<file path="src/rtl/sub_pkg.sv">
`default_nettype none
// ============================================================================
// Module      : sub_pkg
// Description : Shared types and constants for the subtractor cell library.
//               Optional feature macro used by the library:
//               FULL_SUB_1_BIT_SERIAL_EN (bit-serial borrow chaining).
// Revision    : 1.0 - initial release
// ============================================================================
package sub_pkg;

    // One subtractor result: difference bit and borrow-out.
    typedef struct packed {
        logic dif;
        logic cout;
    } sub_bits_t;

    // Value every result register takes under reset.
    localparam logic c_SUB_RST_DIF  = 1'b0;
    localparam logic c_SUB_RST_COUT = 1'b0;

    // Legal range of the output pipeline depth.
    localparam int c_PIPE_STAGES_MIN = 1;
    localparam int c_PIPE_STAGES_MAX = 2;

    // Reset value of a result register, packed as a struct.
    function automatic sub_bits_t sub_rst_value();
        sub_bits_t v;
        v.dif  = c_SUB_RST_DIF;
        v.cout = c_SUB_RST_COUT;
        return v;
    endfunction

endpackage : sub_pkg
`default_nettype wire

</file>
<file path="src/rtl/full_sub_1_bit_core.sv">
`default_nettype none
// ============================================================================
// Module      : full_sub_1_bit_core
// Description : Purely combinational 1-bit full subtractor, x - y - cin.
//               dif is the difference bit, cout is the borrow-out.
// Revision    : 1.0 - initial release
// ============================================================================
module full_sub_1_bit_core (
    input  logic x,
    input  logic y,
    input  logic cin,
    output logic dif,
    output logic cout
);

    // Difference is odd parity; borrow when the subtrahend side outweighs x.
    always_comb begin
        dif  = x ^ y ^ cin;
        cout = (~x & y) | (~x & cin) | (y & cin);
    end

endmodule : full_sub_1_bit_core
`default_nettype wire

</file>
<file path="src/rtl/full_sub_1_bit.sv">
`default_nettype none
// ============================================================================
// Module      : full_sub_1_bit
// Description : Clocked 1-bit full subtractor leaf cell. The arithmetic lives
//               in full_sub_1_bit_core; this level adds PIPE_STAGES result
//               registers with a matching valid pipeline.
//               Optional feature: define FULL_SUB_1_BIT_SERIAL_EN to add the
//               serial/first ports and an internal borrow register for
//               LSB-first bit-serial subtraction over consecutive valid beats.
// Revision    : 1.0 - initial release
// ============================================================================
module full_sub_1_bit
    import sub_pkg::*;
#(
    parameter int PIPE_STAGES = 1
) (
    input  logic clk,
    input  logic rst_n,
    input  logic x,
    input  logic y,
    input  logic cin,
    input  logic in_valid,
`ifdef FULL_SUB_1_BIT_SERIAL_EN
    input  logic serial,
    input  logic first,
`endif
    output logic dif,
    output logic cout,
    output logic out_valid
);

    // Depth outside the supported range is rejected at elaboration.
    if ((PIPE_STAGES < c_PIPE_STAGES_MIN) || (PIPE_STAGES > c_PIPE_STAGES_MAX)) begin : g_bad_pipe_stages
        $error("full_sub_1_bit: PIPE_STAGES must be 1 or 2");
    end

    logic      core_cin;
    sub_bits_t core_res;

    full_sub_1_bit_core u_core (
        .x    (x),
        .y    (y),
        .cin  (core_cin),
        .dif  (core_res.dif),
        .cout (core_res.cout)
    );

`ifdef FULL_SUB_1_BIT_SERIAL_EN
    logic brw_q;
    logic brw_d;

    // Serial mode takes the borrow from the previous beat except on the LSB beat.
    always_comb begin
        core_cin = cin;
        brw_d    = brw_q;
        if (serial) begin
            core_cin = first ? cin : brw_q;
            if (in_valid) begin
                brw_d = core_res.cout;
            end
        end
    end

    // Borrow carried between beats of a serial word.
    always_ff @(posedge clk) begin
        if (!rst_n) begin
            brw_q <= 1'b0;
        end else begin
            brw_q <= brw_d;
        end
    end
`else
    // Parallel-only build: borrow-in always comes straight from the port.
    always_comb begin
        core_cin = cin;
    end
`endif

    sub_bits_t [PIPE_STAGES-1:0] stage_q;
    sub_bits_t [PIPE_STAGES-1:0] stage_d;
    logic      [PIPE_STAGES-1:0] vld_q;
    logic      [PIPE_STAGES-1:0] vld_d;

    // Shift valids every cycle; data moves only with a valid so outputs hold
    // their last result across bubbles and X on idle inputs never lands.
    always_comb begin
        stage_d  = stage_q;
        vld_d    = '0;
        vld_d[0] = in_valid;
        if (in_valid) begin
            stage_d[0] = core_res;
        end
        for (int i = 1; i < PIPE_STAGES; i++) begin
            vld_d[i] = vld_q[i-1];
            if (vld_q[i-1]) begin
                stage_d[i] = stage_q[i-1];
            end
        end
    end

    // Result and valid pipeline; reset clears every stage and drops in-flight beats.
    always_ff @(posedge clk) begin
        if (!rst_n) begin
            for (int i = 0; i < PIPE_STAGES; i++) begin
                stage_q[i] <= sub_rst_value();
            end
            vld_q <= '0;
        end else begin
            stage_q <= stage_d;
            vld_q   <= vld_d;
        end
    end

    // The last stage drives the outputs.
    always_comb begin
        dif       = stage_q[PIPE_STAGES-1].dif;
        cout      = stage_q[PIPE_STAGES-1].cout;
        out_valid = vld_q[PIPE_STAGES-1];
    end

endmodule : full_sub_1_bit
`default_nettype wire

</file>
<file path="config.mk">
export PLATFORM = sky130hd
export DESIGN_NAME = full_sub_1_bit
export DESIGN_NICKNAME = d
export VERILOG_FILES = /design/src/rtl/sub_pkg.sv /design/src/rtl/full_sub_1_bit_core.sv /design/src/rtl/full_sub_1_bit.sv
export SDC_FILE = /design/constraint.sdc
export NUM_CORES = 1
export LEC_CHECK = 0
export BUFFER_PORTS_ARGS = -buffer_cell sky130_fd_sc_hd__buf_4
export CAP_MARGIN = 20
export CORE_AREA = 5 5 42 44
export DETAILED_ROUTE_END_ITERATION = 8
export DIE_AREA = 0 0 47 49
export PLACE_DENSITY = 0.32
export SLEW_MARGIN = 15
export SYNTH_ARGS = -nofsm -noshare
export SYNTH_HDL_FRONTEND = slang
export SYNTH_SLANG_ARGS = --single-unit
export TNS_END_PERCENT = 30
</file>
<file path="constraint.sdc">
create_clock -name clk -period 1.8 [get_ports clk]
set_clock_uncertainty 0.05 [all_clocks]
set_input_delay 0.45 -clock clk [delete_from_list [all_inputs] [get_ports clk]]
set_output_delay 0.45 -clock clk [all_outputs]
set_load 0.01 [all_outputs]
</file>
# After elaboration in Yosys (flattened, before gate mapping)
# Index checks and enable logic that the tools add are counted.
dict set report classes {
  n_bitwise 8
}
# cell count
set ops {}
lappend ops {{1-bit bitwise AND} 3}
lappend ops {{1-bit OR} 2}
lappend ops {{1-bit bitwise XOR} 2}
lappend ops {{1-bit NOT} 1}
dict set report totals {
  regBits 3
  in_bits 6
  elab_cells 11
}

# Longest topological paths before layout
dict set report depth {
  ltp_word 4
  ltp_mapped 4
  depth_no_buf 4
}

# Modules after synthesis
# From an unflattened synthesis, not the netlist that was laid out.
dict set report hier_totals {
  cells_unflattened 11
  hier_area_um2 127.6
}
# mod n_inst cells_each area_per_inst_um2 seq_area_each_um2
set by_module_without_submodules {}
lappend by_module_without_submodules {full_sub_1_bit 1 8 100.1 60.1}
lappend by_module_without_submodules {full_sub_1_bit_core 1 3 27.5 0.0}

# Least setup slack after synthesis
# Ideal clock, no wire load.
dict set report synth_timing {
  path_type {input-to-reg}
  from {input x}
  to {register stage_q, in the netlist dif}
  setup_ns 0.116
  t_arrival_ns 1.105
  required_time_ns 1.634
  setup_slack_ns 0.529
  stages 4
  path_cell_list {inv_1 fa_1 nand2_1 o211a_1}
}
dict set report synth_via {
  elab_chain_len 2
}
# element line
set synth_lines {}
lappend synth_lines {{from (decl)} full_sub_1_bit.sv:19} ;# input logic x,
lappend synth_lines {{1-bit bitwise XOR (2 in series)} full_sub_1_bit_core.sv:18} ;# dif = x ^ y ^ cin;
lappend synth_lines {{to (signal, indexed assignment)} full_sub_1_bit.sv:105} ;# stage_q[i] <= sub_rst_value();
lappend synth_lines {{to (signal assigned)} full_sub_1_bit.sv:109} ;# stage_q <= stage_d;
lappend synth_lines {{to (decl)} full_sub_1_bit.sv:79} ;# sub_bits_t [PIPE_STAGES-1:0] stage_q;
# Every way passes these cells.
# A chain may end at the register's enable or synchronous reset.

# Worst setup path after layout
dict set report layout_timing {
  from {input y}
  to {register stage_q, in the netlist dif}
}
dict set report layout_via {
  elab_chain_len 2
}
# element line
set layout_lines {}
lappend layout_lines {{from (decl)} full_sub_1_bit.sv:20} ;# input logic y,
lappend layout_lines {{1-bit bitwise XOR (2 in series)} full_sub_1_bit_core.sv:18}
# Every way passes these cells.

==> key figures <==
Timing
  • Min Tclk post-route: between 1000 and 1500 ps
  • Crit share post-route: around 66%
  • Max_slew headroom: 91.35%
  • Final setup vio count: 0
  • Max Freq: 836.8 MHz
  • Final Hold Fails: 0
  • Final slew viol count: 0
  • Worst-Margin Slew: 126.2 ps
  • Total negative slack: 0 ps
  • Setup ws final: between 600 and 700 ps
  • Min Hold Slack: just under 400 ps
  • RSZ-0062 raised after global routing: no

Floorplan
  • Die Ht: ~49 um
  • Core Area: about 0.0014 sq mm
  • Row count: 14
  • Die W: roughly 47 um
  • Die ar.: approximately 0.0023 sq mm
  • Initial Util: 8.661%
  • I/O pin count: 9

Routing
  • Remaining DRCs: 0
  • Routed Antenna Nets: 0
  • Starting DRT DRC Count: 3
  • Vias: 113
  • Final wirelength: around 320 um
  • Avg WL per Cell: ~8.4 um
  • Via/cell ratio: about 3.0
  • 1st-pass router iterations: 3

GRT
  • GRT overflow: 0
  • Global-route wire length before repair: 510 um
  • Initial antenna violation count: 0
  • GR Util All Layers: ~4%
  • Largest net degree at the start of global routing: 5
  • Number of global-route vias before repair: roughly 130

Placement
  • Post-DP HPWL: roughly 250 um
  • Post-place setup slack: ~380 ps
  • Dpl cells: 34
  • PortBufs: 8
  • GP Congestion: between 0.6 and 0.7

Worst setup path
  • Critical Path End Type: flop
  • Arrival time at the worst endpoint: ~1300 ps
  • Max incr delay on CP: around 540 ps
  • CP max FO: 1
  • Critical path launch point type: input pin
  • Classification of the worst setup path: input pin to flop
  • Data required, critical path: roughly 1900 ps
  • Critical-path cell list: buf_4 > fa_1 > nand2_1 > o211a_1
  • Slowest CP cell: fa_1

Power
  • Sw power: a little over 50 uW
  • Net Sw Frac: a little under a quarter
  • Sequential share of power: 32.7%
  • Peak supply drop: 0.2183 mV
  • Power density cells: between 900 and 1000 mW/mm^2
  • Leak pwr: 0.1154 nW
  • Clk pwr share: a little over half
  • Total power: ~230 uW
  • Combinational group share of total power: 13.7%
  • Internal: 173.7 uW

Clock network
  • Post_cts resized: 0
  • CTS root buf: clkbuf_4
  • CTS Buffer Depth: 2
  • Hold_buf cts: 0
  • TritonCTS Buffers: 3
  • Post CTS Setup Buffer Count: 0
  • Worst-Skew Late Latency: 230 ps
  • Clock transition at the registers of the reported paths: approximately 40 ps
  • Clock sinks: 3
  • CTS H-tree lvls: 1
  • CTS tree: built

Worst hold path
  • Min-delay worst type: input pin to flop

Yosys
  • Sequential fraction of the synthesis area: about half
  • Synth Warn #: 0
  • Synth unique cells: 8
  • Syn avg cell area: ~12 sq um
  • Mapped Area: around 120 sq um
  • #FFs+latches synth: 3
  • Post-synthesis net count: 17
  • Cells after synthesis: 10

Finish
  • Commonest non-fill, non-tap cell in the layout: buf_4
  • Commonest non-fill, non-tap cells in the layout: buf_4 (8), clkbuf_4 (3), dfxtp_1 (3)
  • Share of layout cells above drive strength 1: a little over half
  • Area grow syn2layout: 87.63%
  • Final non-filler cell total: 38
  • Final #Nets: 30
  • ANT cells: 0

Run
  • Maxcap violations: 0

Run status
  • Run status: finished clean
[flip-flops by register name, summed over array words and instances (netlist names)]
name	cells
dif	1
out_valid	1
cout	1
[cell usage after synthesis, drive strengths merged]
master	number	area [sq um]
nand2	1	3.750
inv	1	3.750
and2	1	7.510
nor2b	1	6.260
fa	1	20.02
o211a	1	10.01
mux2i	1	10.01
dfxtp	3	60.06
[final timing paths]
kind	startpoint	to	slack, ps	cells past startpoint
min reg2reg	dif	dif	430	1
max	y	dif	600	4
max reg2reg	dif	dif	1150	1
min	rst_n	cout	390	2
[critical path: cells and delay by family]
family                     cells  cell delay, ps
buffers and inverters          1             110
adders and majority gates      1             540
AOI/OAI and AO/OA              1             100
and+or+nand+nor                1              60
[layout make-up]
type                       instances  area, sq um
fill                             169         1174
sequential                         3        60.06
timing repair buffer               8        60.06
multi-input combinational          6        57.56
clock buffer                       4        26.28
tap                               16        20.02
inverter                           1        3.754
[power groups by stage]
| stage | registers [mW] | logic (mW) | clock network [mW] |
|---|---|---|---|
| finish | 0.0737 | 0.0309 | 0.121 |
| global route | 0.0738 | 0.0344 | 0.139 |
| CTS | 0.0737 | 0.0317 | 0.128 |
| detailed placement | 0.0747 | 0.0314 | 0 |
| global placement | 0.0747 | 0.0304 | 0 |
| floorplan | 0.0769 | 0.00899 | 0 |
[kinds of logic after synthesis]
group	synth area share [%]
buffers and inverters	3.090
AO/OA/AOI/OAI	8.248
multiplexers	8.248
AND/OR/NAND/NOR	14.44
flip-flops	49.49
adder cells (fa/ha/maj)	16.50
[per-layer routing]
metal	global-route usage, %	routed length (um)
met5	0	0
met4	4.147	0
met3	6.642	85
met2	2.941	84
met1	3.947	151
[metrics by stage]
step,util (%),cell area (sq um)
2_1_floorplan,-,121.4
3_3_place_gp,14.37,201.4
5_1_grt,16.25,227.7
4_1_cts,16.25,227.7
6_report,16.25,227.7
3_5_place_dp,14.37,201.4
Note: power is estimated with default switching activity, not from simulation.
